--- config.mk ---
export PLATFORM = sky130hd
export DESIGN_NAME = debouncer
export DESIGN_NICKNAME = d
export VERILOG_FILES = /design/src/rtl/debouncer.sv
export SDC_FILE = /design/constraint.sdc
export NUM_CORES = 1
export LEC_CHECK = 0
export ABC_AREA = 0
export BUFFER_PORTS_ARGS = -buffer_cell sky130_fd_sc_hd__buf_2
export CORE_ASPECT_RATIO = 2
export CORE_MARGIN = 2
export CORE_UTILIZATION = 50
export CTS_BUF_LIST = sky130_fd_sc_hd__clkbuf_2 sky130_fd_sc_hd__clkbuf_4 sky130_fd_sc_hd__clkbuf_8
export DETAILED_ROUTE_END_ITERATION = 16
export PLACE_DENSITY = 0.72
export SYNTH_ARGS = -nofsm -noshare
export SYNTH_HDL_FRONTEND = slang
export SYNTH_SLANG_ARGS = --single-unit
--- constraint.sdc ---
create_clock -name clk -period 3 [get_ports clk]
set_input_delay 0.6 -clock clk [delete_from_list [all_inputs] [get_ports clk]]
set_output_delay 0.6 -clock clk [all_outputs]
set_load 0.03 [all_outputs]
--- src/rtl/debouncer.sv ---
`default_nettype none
// ============================================================================
//  Module   : debouncer
//  Purpose  : Two-flop synchronizer followed by a four-state counting FSM that
//             accepts a new switch level only after CNT_MAX+1 steady samples,
//             plus a one-cycle tick on every confirmed rising transition.
//  Revision : 1.0  initial release
// ============================================================================
module debouncer #(
  parameter int CNT_MAX = 2_000_000
) (
  input  logic clk,
  input  logic reset,
  input  logic sw,
  output logic db_level,
  output logic db_tick
);

  localparam int CW = (CNT_MAX > 1) ? $clog2(CNT_MAX) : 1;
  localparam logic [CW-1:0] CNT_LOAD = CW'(CNT_MAX - 1);
  localparam logic [CW-1:0] CNT_ZERO = '0;
  localparam logic [CW-1:0] CNT_ONE  = CW'(1);

  localparam logic [1:0] ST_ZERO  = 2'd0;
  localparam logic [1:0] ST_WAIT1 = 2'd1;
  localparam logic [1:0] ST_ONE   = 2'd2;
  localparam logic [1:0] ST_WAIT0 = 2'd3;

  logic          s1_q;
  logic          sync_q;
  logic [1:0]    state_q, state_d;
  logic [CW-1:0] cnt_q, cnt_d;
  logic          tick_q, tick_d;

  // State register; synchronizer flops share the same asynchronous reset.
  always_ff @(posedge clk or posedge reset) begin
    if (reset) begin
      s1_q    <= 1'b0;
      sync_q  <= 1'b0;
      state_q <= ST_ZERO;
      cnt_q   <= CNT_ZERO;
      tick_q  <= 1'b0;
    end else begin
      s1_q    <= sw;
      sync_q  <= s1_q;
      state_q <= state_d;
      cnt_q   <= cnt_d;
      tick_q  <= tick_d;
    end
  end

  // Next-state logic; the level check always wins over the counter reaching 0.
  always_comb begin
    state_d = state_q;
    cnt_d   = cnt_q;
    tick_d  = 1'b0;
    case (state_q)
      ST_ZERO: begin
        if (sync_q) begin
          state_d = ST_WAIT1;
          cnt_d   = CNT_LOAD;
        end
      end
      ST_WAIT1: begin
        if (!sync_q) begin
          state_d = ST_ZERO;
        end else if (cnt_q == CNT_ZERO) begin
          state_d = ST_ONE;
          tick_d  = 1'b1;
        end else begin
          cnt_d = cnt_q - CNT_ONE;
        end
      end
      ST_ONE: begin
        if (!sync_q) begin
          state_d = ST_WAIT0;
          cnt_d   = CNT_LOAD;
        end
      end
      ST_WAIT0: begin
        if (sync_q) begin
          state_d = ST_ONE;
        end else if (cnt_q == CNT_ZERO) begin
          state_d = ST_ZERO;
        end else begin
          cnt_d = cnt_q - CNT_ONE;
        end
      end
      default: begin
        state_d = ST_ZERO;
      end
    endcase
  end

  // Outputs decode registered state only.
  always_comb begin
    db_level = (state_q == ST_ONE) || (state_q == ST_WAIT0);
    db_tick  = tick_q;
  end

endmodule
`default_nettype wire
* After elaboration in Yosys (flattened, before gate mapping)
Cells that the tools add are included.
Word-level totals: output and inout bits 2, bits in registers 26, input port bits 3
Operators by class: reductions and logical operators 5, eq/ne operators 9, multiplexer cells 16, $add $sub $neg 1
Operator list (count):
- $mux 21 | 5
- $pmux 21 s4 | 1
- $logic_not 21->1 | 1
- $sub 21x1->21 const B | 1
- $mux 2 | 6
- $ne 2x2->1 const B | 4
- $pmux 2 s4 | 1
- $reduce_and 4->1 | 2
- $ne 3x3->1 const B | 2
- $eq 2x2->1 const B | 2
- $mux 1 | 3
- $eq 2x1->1 const B | 1
- $logic_not 2->1 | 1
- $logic_or 1x1->1 | 1

* Longest topological paths before layout
Gate-level depths: netlist of run 1.
word-level depth 4, mapped depth 8, mapped depth without buffers 8

* Least setup slack after synthesis of run 1
OpenSTA, ideal clock, no wires.
kind register to register, start reg cnt_q[3], end reg cnt_q[19], data required time 2868 ps, path slack 852 ps, buffers on the path 0, arrival 2017 ps, stages on the path, launching flop included 6, cells stage by stage dfrtp_1 > nor4_4 > nand4b_2 > or4_4 > o21ai_1 > or3b_1
On the way: cells in the longest elaborated chain, start to end 4, elaborated cells between the ends (all ways) 6, classes of those cells 1 x add/sub; 4 x mux; 1 x reduce/logical
RTL lines:
- start, declared | RTL line 32 | logic [CW-1:0] cnt_q, cnt_d;
- start signal, assigned | RTL line 47 | cnt_q <= cnt_d;
- $sub 21x1->21 / $logic_not 21->1 (equally long branches)
- $mux 21 (*) | RTL line 67, 83
- $mux 21, on equally long branches | RTL line 81, 65
- $pmux 21 s4 (*) | RTL line 57 | case (state_q)
Every way passes the cells marked *; elsewhere a longest branch is shown, timed or not. The select of a mux whose other input is x is not followed. A chain may end at the register's enable or synchronous reset.

* Worst setup path after layout of run 1
start reg cnt_q[7], end reg cnt_q[19]
Same word-level chain as after synthesis.

==> out/results.txt, run 1 <==
Status = completed
Final ANT Viol Nets = 0
DRT iter0 DRCs = 51
Post-synth EDFFs = 0
Ys flop type = dfrtp_1
Routed len/inst = 18.2 um
Async SR Flop Fraction = 100%
Detailed Routing Iterations Pass 1 = 5
Most frequent cells in the layout = 26 x dfrtp_1, 12 x nand3_1, 10 x nand2_1, 10 x nor2_1, 7 x inv_1
Cells after Synth = 145
Synthesized net count = 150
WP data required = 3150 ps
Worst setup EP type = flop
Hold Vio Cnt, Final = 0
H-tree lvl count = 1
Tmin final = 2530 ps
Critical Path Fanout Max = 6
Largest net degree at the start of global routing = 27
First-pass GRT wire length = 5440 um
Root Driver = clkbuf_8
Leakage = 0.629 nW
Worst Path Class, Setup = flop to flop
Final core occ = 56.7%
Arr. time, crit path = 2680 ps
Share of cells above drive strength 1 = 12.7%
CP startpoint = cnt_q[7]
Reg-to-reg slack, setup = 470 ps
Diodes inserted = 0
Site Rows = 27
Setup TNS = 0 ps
Netlist cell types = 46
Gr usage total = 21.4%
Synth-to-Final Area Change = 8.11%
Initial antenna violation count = 0
Congestion Overflow GR = 0
CTS sink cnt = 26
CTS max path bufs = 2
Register Area = 651 um^2
GRT met2 Usage = 37.0%
Type of origin of the critical path = flop
Pins Over Slew Limit = 0
Worst Tran Pin Value = 1020 ps
Post-CTS Setup Repair Bufs = 0
Post-Syn Area per Cell = 9.90 um^2
Met3 GRT Util = 1.81%
Grt met1 use = 24.2%
Starting Density = 52.4%
Max Fclk = 396 MHz
Sequential area share after synthesis = 45.3%
Slowest library cell on the worst path = nor4_1
Final HPWL DP = 2380 um
Maximum VDD drop = 0.000239 V
RSZ-0062 raised after global routing = no
Grt peak-use layer = met2
Routed vias = 1178
Power per cell area = 468 nW/um^2
Commonest non-fill, non-tap cell in the layout = dfrtp_1
Worst skew pair latency = 270 ps
Cell taking the most area after synthesis = dfrtp_1
Cts bufs inserted = 3
Core area = 2740 um^2
Io pins = 5
Reg2Reg Launch Point = cnt_q[7]
Remaining DRCs = 0
Yosys warns = 0
Hold Path Class = flop to flop
Setup violators final = 0
Flops & latches, synth = 26
Port bufs = 4
Synth top area share = 45.3%
Nets@finish = 156
DIE WIDTH = 41.9 um
Vias in the first global route = 1151
Die ar. = 3340 um^2
Hold_buf cts = 0
Die height = 79.8 um
Rel. slew slack = 32.2%
Cell depth of the worst flop-to-flop path = 5
Crit path capture = cnt_q[19]
R2r endpoint = cnt_q[19]
Clock Skew = 1.88 ps
Drt total wl = 3260 um
Multi-input logic area = 743 um^2
Total power = 726 uW
CTS tree = built
Hold_ws = 362 ps
Via/cell ratio = 6.58
CP peak stage delay = 670 ps
Period utilization = 84.2%
Crit-path cells = nor4_1 -> nand4b_2 -> or4_4 -> o21ai_1 -> or3b_1
GP Congestion = 0.902
Fill cells = 228
Clock Pin Slew Worst Setup and Hold Paths = 90 ps
# Max-Cap Violations = 0
Largest cells by area after synthesis = dfrtp_1 45%, nand3_1 4.2%, nor4_4 3.0%
Cell Area, Synth = 1440 um^2
Resized cells post-CTS = 0
power breakdown:
group / switching, mW / total (mW) / internal (mW) / leakage [nW]
Sequential: 0.0157 / 0.377 / 0.361 / 0.293
Combinational: 0.0421 / 0.0591 / 0.0171 / 0.301
Clock: 0.112 / 0.290 / 0.178 / 0.0357
Total: 0.170 / 0.726 / 0.556 / 0.629
layer usage:
metal | routed length [um] | vias to the layer above
met3 | 96 | 8
li1 | - | 563
met1 | 1240 | 577
met5 | 0 | -
met4 | 123 | 0
met2 | 1800 | 30
final cells by class:
type,instances,share of cell area [%]
multi-input combinational,108,47.9
sequential,26,41.9
clock buffer,3,2.66
tap,29,2.34
clock inverter,1,1.94
inverter,8,1.94
timing repair buffer,4,1.29
stage by stage:
stage	std cells	instance area, um^2	setup slack, ps
finish	179	1550	473
global placement	175	1480	539
CTS	179	1550	483
detailed placement	175	1480	499
floorplan	145	1440	852
global route	179	1550	374
sequential cells by signal, summed over array words and instances, names as in the netlist, named ones only:
name	cells
state_q	1
db_tick	1
cnt_q	21
sync_q	1
s1_q	1
logic make-up (layout without fill, tap and decap cells):
kind of cell / Yosys count / count (layout) / share of synthesized area, %
and+or+nand+nor: 68 / 68 / 30.8
AOI/OAI and AO/OA: 33 / 33 / 16.0
DFF: 26 / 26 / 45.3
buffers and inverters: 11 / 16 / 2.88
xor gates and xnor gates: 3 / 3 / 1.83
adders and majority gates: 2 / 2 / 1.74
muxes: 2 / 2 / 1.48
critical path: cells and delay by family, from the launching register on:
family	cells	cell delay [ps]
AOI/OAI and AO/OA	1	120
DFF	1	440
and+or+nand+nor	4	1850
synth_stat cells, drive strengths merged, types with 3 or more instances:
master   n
dfrtp   26
nand3   12
nand2   10
nor2    10
o21ai   10
inv      8
or4      6
a21o     5
nor4     5
or3      4
a21oi    3
and4     3
clkbuf   3
nand4    3
nor3     3
o211ai   3
o31ai    3
worst min-delay path by stage:
stage,startpoint,depth (start not counted),end
2_1_floorplan,s1_q,0,sync_q
3_3_place_gp,s1_q,0,sync_q
3_5_place_dp,s1_q,0,sync_q
4_1_cts,s1_q,0,sync_q
5_1_grt,s1_q,0,sync_q
6_report,s1_q,0,sync_q
(Power assumes the default switching activity.)
==> run 2: changes to the inputs <==
clock period = 2.4 ns   (was 3 ns; I/O delays follow)
==> run 2 against run 1 <==
Highest routed layer unchanged. Critical path depth unchanged. Via count grew 3.5%. Total power up 26%. Largest power group unchanged. Global-route usage grew 0.88 points. Final area grew 3.7%.
==> out/results.txt, run 2 (synthesis gave the netlist of run 1 again) <==
Status = completed
Tmin final = 2270 ps (-255 ps)
Leakage = 0.660 nW (+5.0%)
Largest net degree at the start of global routing = 27 (unchanged)
Port bufs = 4 (unchanged)
Worst skew pair latency = 270 ps (about the same)
Setup TNS = 0 ps (unchanged)
# Max-Cap Violations = 0 (unchanged)
DRT iter0 DRCs = 54 (+5.9%)
Setup violators final = 0 (unchanged)
Most flop-heavy register = cnt_q
Remaining DRCs = 0 (unchanged)
Drt total wl = 3470 um (+6.4%)
Worst setup EP type = flop
CTS tree = built
Site Rows = 27 (unchanged)
Power per cell area = 568 nW/um^2 (+21%)
Vias in the first global route = 1229 (+6.8%)
Gr usage total = 22.2% (+0.88 points)
Hold_buf cts = 0 (unchanged)
Root Driver = clkbuf_8
Worst Tran Pin Value = 604 ps (-412 ps)
Fin cells = 185 (+3.4%)
Multi-input logic area = 756 um^2 (+1.7%)
Type of origin of the critical path = flop
Routed vias = 1219 (+3.5%)
R2r endpoint = cnt_q[19]
Cts bufs inserted = 3 (unchanged)
Commonest non-fill, non-tap cell in the layout = dfrtp_1
First-pass GRT wire length = 5660 um (+3.9%)
Worst Path Class, Setup = flop to flop
GP Congestion = 0.907 (+0.57%)
Pins Over Slew Limit = 0 (unchanged)
Register Area = 651 um^2 (unchanged)
Critical Path Fanout Max = 6 (unchanged)
Initial antenna violation count = 0 (unchanged)
Via/cell ratio = 6.59 (+0.12%)
Most frequent cells in the layout = 26 x dfrtp_1, 12 x nand3_1, 10 x nand2_1, 10 x nor2_1, 7 x inv_1
Rel. slew slack = 59.2% (+27 points)
Hold Vio Cnt, Final = 0 (unchanged)
Hold_ws = 235 ps (-127 ps)
Final ANT Viol Nets = 0 (unchanged)
Routed len/inst = 18.7 um (+2.9%)
Reg-to-reg slack, setup = 130 ps (-350 ps)
CTS max path bufs = 2 (unchanged)
DIE WIDTH = 41.9 um (unchanged)
Starting Density = 52.4% (unchanged)
Synth-to-Final Area Change = 12.1%
Diodes inserted = 0 (unchanged)
Arr. time, crit path = 2420 ps (-260 ps)
Total power = 913 uW (+26%)
RSZ-0062 raised after global routing = no
Maximum VDD drop = 0.000463 V (+93%)
Clock Skew = 5.87 ps (+3.99 ps)
Detailed Routing Iterations Pass 1 = 5 (unchanged)
Io pins = 5 (unchanged)
Hold Path Class = input port to asynchronous set/reset pin
Core area = 2740 um^2 (unchanged)
Max Fclk = 440 MHz (+11%)
Nets@finish = 162 (+3.8%)
Share of cells above drive strength 1 = 17.3% (+4.6 points)
CTS sink cnt = 26 (unchanged)
Cell depth of the worst flop-to-flop path = 5 (unchanged)
Clock Pin Slew Worst Setup and Hold Paths = 90 ps (about the same)
Die ar. = 3340 um^2 (unchanged)
Final HPWL DP = 2480 um (+4.3%)
CP startpoint = cnt_q[5]
Die height = 79.8 um (unchanged)
H-tree lvl count = 1 (unchanged)
Placed cell count = 181 (+3.4%)
Max reg flops = 21 (unchanged)
WP data required = 2550 ps (-600 ps)
Crit path capture = cnt_q[19]
Fill cells = 219 (-3.9%)
Congestion Overflow GR = 0 (unchanged)
Reg2Reg Launch Point = cnt_q[5]
Period utilization = 94.7% (+10 points)
## run 2: cell count changes in the layout (fill, tap and decap cells not counted)
cell | before | now
nor4b_2 | 0 | 1
nor4_1 | 3 | 2
buf_4 | 0 | 6
nor4_2 | 0 | 1
nor4b_1 | 2 | 1
## run 2: final cells by class
cell class | instances | area share [%]
well taps | 29 | 2.26
repair buffers | 10 | 4.04
inverters | 8 | 1.87
multi-input cells | 108 | 47.0
clock buffers | 3 | 2.57
clock inverters | 1 | 1.87
flip-flops and latches | 26 | 40.4
## run 2: worst min-delay path by stage
stage                             to  slack (ps)
final                        db_tick         240
after global routing      state_q[0]         280
after CTS                   cnt_q[1]         250
after detailed placement      sync_q         350
after global placement        sync_q         340
after floorplan               sync_q         330
## run 2: timing repair
action,CTS,global route
setup buffers,0,0
setup endpoints to repair,0,5
gates resized for setup,0,2
endpoints found under the hold margin,0,0
## run 2: metal layers
layer  up-vias  wire [um]  GRT usage (%)
met2        31       1890           40.0
li1        574          -              -
met4         0        106           11.0
met5         -          0              0
met1       604       1360           25.6
met3        10        107           2.04
## run 2: report_power, final
part           internal, mW  switching [mW]
sequential            0.451          0.0213
clock                 0.223           0.139
combinational        0.0253          0.0537
## run 2: critical path: stages, from the launching register on
cell and delay, ps:
dfrtp_1 440, nor4_4 450, nand4b_2 260, or4_4 530, o21ai_1 110, or3b_1 350
## run 2: stage by stage
stage	setup slack, ps	utilization, %	area [um^2]
after floorplan	252	-	1440
after global placement	240	55.7	1530
after CTS	174	58.3	1600
final	127	58.8	1610
after global routing	21.7	58.8	1610
after detailed placement	193	55.7	1530
==> run 3: changes to the inputs <==
CAP_MARGIN = 0   (was default)
MAX_ROUTING_LAYER = met4   (was default)
==> run 3 against run 2 <==
Largest cell class unchanged. Sequential power is essentially flat. Global-route usage grew 0.59 points. Setup slack is essentially flat. Via count is the same. Total power is essentially flat. Final area is the same. Worst hold slack is essentially flat. Clock skew is essentially flat. Highest routed layer unchanged. Wire length is the same. Critical path depth is the same. Cell count is the same. Combinational power is essentially flat.
==> out/results.txt, run 3 (synthesis gave the netlist of run 1 again) <==
Port bufs = 4 (unchanged)
Worst setup EP type = flop
Power per cell area = 568 nW/um^2 (about the same)
Tmin final = 2270 ps (+0.00200 ps)
First-pass GRT wire length = 5660 um (+0.11%)
Detailed Routing Iterations Pass 1 = 5 (unchanged)
Clock Pin Slew Worst Setup and Hold Paths = 90 ps (about the same)
Io pins = 5 (unchanged)
Worst skew pair latency = 270 ps (about the same)
Final HPWL DP = 2480 um (unchanged)
Arr. time, crit path = 2420 ps (about the same)
Starting Density = 52.4% (unchanged)
Initial antenna violation count = 0 (unchanged)
Post-CTS Setup Repair Bufs = 0 (unchanged)
Commonest non-fill, non-tap cell in the layout = dfrtp_1
Die ar. = 3340 um^2 (unchanged)
Setup TNS = 0 ps (unchanged)
DRT iter0 DRCs = 51 (-5.6%)
Synth-to-Final Area Change = 12.1% (unchanged)
CTS max path bufs = 2 (unchanged)
DR top layer = met4
CP peak stage delay = 530 ps (about the same)
Remaining DRCs = 0 (unchanged)
# Max-Cap Violations = 0 (unchanged)
Most flop-heavy register = cnt_q
Cts bufs inserted = 3 (unchanged)
Clock Skew = 5.87 ps (+0.00172 ps)
Vias in the first global route = 1226 (-0.24%)
Die height = 79.8 um (unchanged)
Rel. slew slack = 59.2% (unchanged)
Worst Path Class, Setup = flop to flop
Site Rows = 27 (unchanged)
Leakage = 0.660 nW (unchanged)
Drt total wl = 3470 um (unchanged)
Via/cell ratio = 6.59 (unchanged)
Cell depth of the worst flop-to-flop path = 5 (unchanged)
Status = completed
Hold_ws = 235 ps (-0.00400 ps)
DIE WIDTH = 41.9 um (unchanged)
Routed len/inst = 18.7 um (unchanged)
Gr usage total = 22.8% (+0.59 points)
Max reg flops = 21 (unchanged)
Congestion Overflow GR = 0 (unchanged)
Worst Tran Pin Value = 604 ps (unchanged)
Routed vias = 1219 (unchanged)
CTS tree = built
H-tree lvl count = 1 (unchanged)
Nets@finish = 162 (unchanged)
Hold Vio Cnt, Final = 0 (unchanged)
GP Congestion = 0.923 (+1.7%)
WP data required = 2550 ps (about the same)
Hold Path Class = input port to asynchronous set/reset pin
RSZ-0062 raised after global routing = no
Most frequent cells in the layout = 26 x dfrtp_1, 12 x nand3_1, 10 x nand2_1, 10 x nor2_1, 7 x inv_1
Diodes inserted = 0 (unchanged)
Critical Path Fanout Max = 6 (unchanged)
Pins Over Slew Limit = 0 (unchanged)
Max Fclk = 440 MHz (unchanged)
Setup violators final = 0 (unchanged)
Maximum VDD drop = 0.000463 V (unchanged)
Share of cells above drive strength 1 = 17.3% (unchanged)
M1 wire length = 1360 um (unchanged)
Fin cells = 185 (unchanged)
Fill cells = 219 (unchanged)
Root Driver = clkbuf_8
CTS sink cnt = 26 (unchanged)
Period utilization = 94.7% (about the same)
Crit-path cells = nor4_4 -> nand4b_2 -> or4_4 -> o21ai_1 -> or3b_1
Core area = 2740 um^2 (unchanged)
Slowest library cell on the worst path = or4_4
Type of origin of the critical path = flop
DR WL met3 = 107 um (unchanged)
Largest net degree at the start of global routing = 27 (unchanged)
Final ANT Viol Nets = 0 (unchanged)
WL met2 = 1890 um (unchanged)
Placed cell count = 181 (unchanged)
run 3: cell counts in the layout (fill, tap and decap cells not counted):
Identical to the previous run, type by type.
run 3: critical path, delay by kind of cell, from the launching register on:
kind / cells / cell delay [ps]
AND/OR/NAND/NOR: 4 / 1590
flip-flops: 1 / 440
AO/OA/AOI/OAI: 1 / 110
run 3: per-stage QoR:
| stage | power (mW) | cell area [um^2] | setup WS, ps | util (%) |
|---|---|---|---|---|
| floorplan | 0.528 | 1440 | 252 | - |
| global placement | 0.553 | 1530 | 240 | 55.7 |
| detailed placement | 0.556 | 1530 | 193 | 55.7 |
| CTS | 0.914 | 1600 | 174 | 58.3 |
| global route | 0.947 | 1610 | 21.7 | 58.8 |
| finish | 0.913 | 1610 | 127 | 58.8 |
run 3: final cells by class:
type                       count  area [um^2]  area share, %
clock inverter                 1         30.0           1.87
sequential                    26          651           40.4
tap                           29         36.3           2.26
multi-input combinational    108          756           47.0
clock buffer                   3         41.3           2.57
inverter                       8         30.0           1.87
timing repair buffer          10         65.1           4.04
run 3: per-layer routing:
layer / global-route usage (%) / vias to the layer above
li1: - / 574
met1: 25.6 / 604
met2: 40.0 / 31
met3: 2.04 / 10
met4: 11.0 / 0
met5: - / -
run 3: repair_timing:
action	4_1_cts	5_1_grt
hold buffers	0	0
endpoints found under the setup margin	0	5
resized for setup	0	2
run 3: worst paths after layout:
path	endpoint	startpoint	slack [ps]
hold / removal	db_tick	reset	240
hold reg to reg	sync_q	s1_q	370
min in group clk	s1_q	sw	300
setup / recovery	cnt_q[19]	cnt_q[5]	130
setup reg to reg	cnt_q[19]	cnt_q[5]	130
max in group asynchronous	cnt_q[20]	reset	1910
run 3: power breakdown:
| part | internal, mW | switching, mW |
|---|---|---|
| combinational | 0.0253 | 0.0537 |
| sequential | 0.451 | 0.0213 |
| clock | 0.223 | 0.139 |
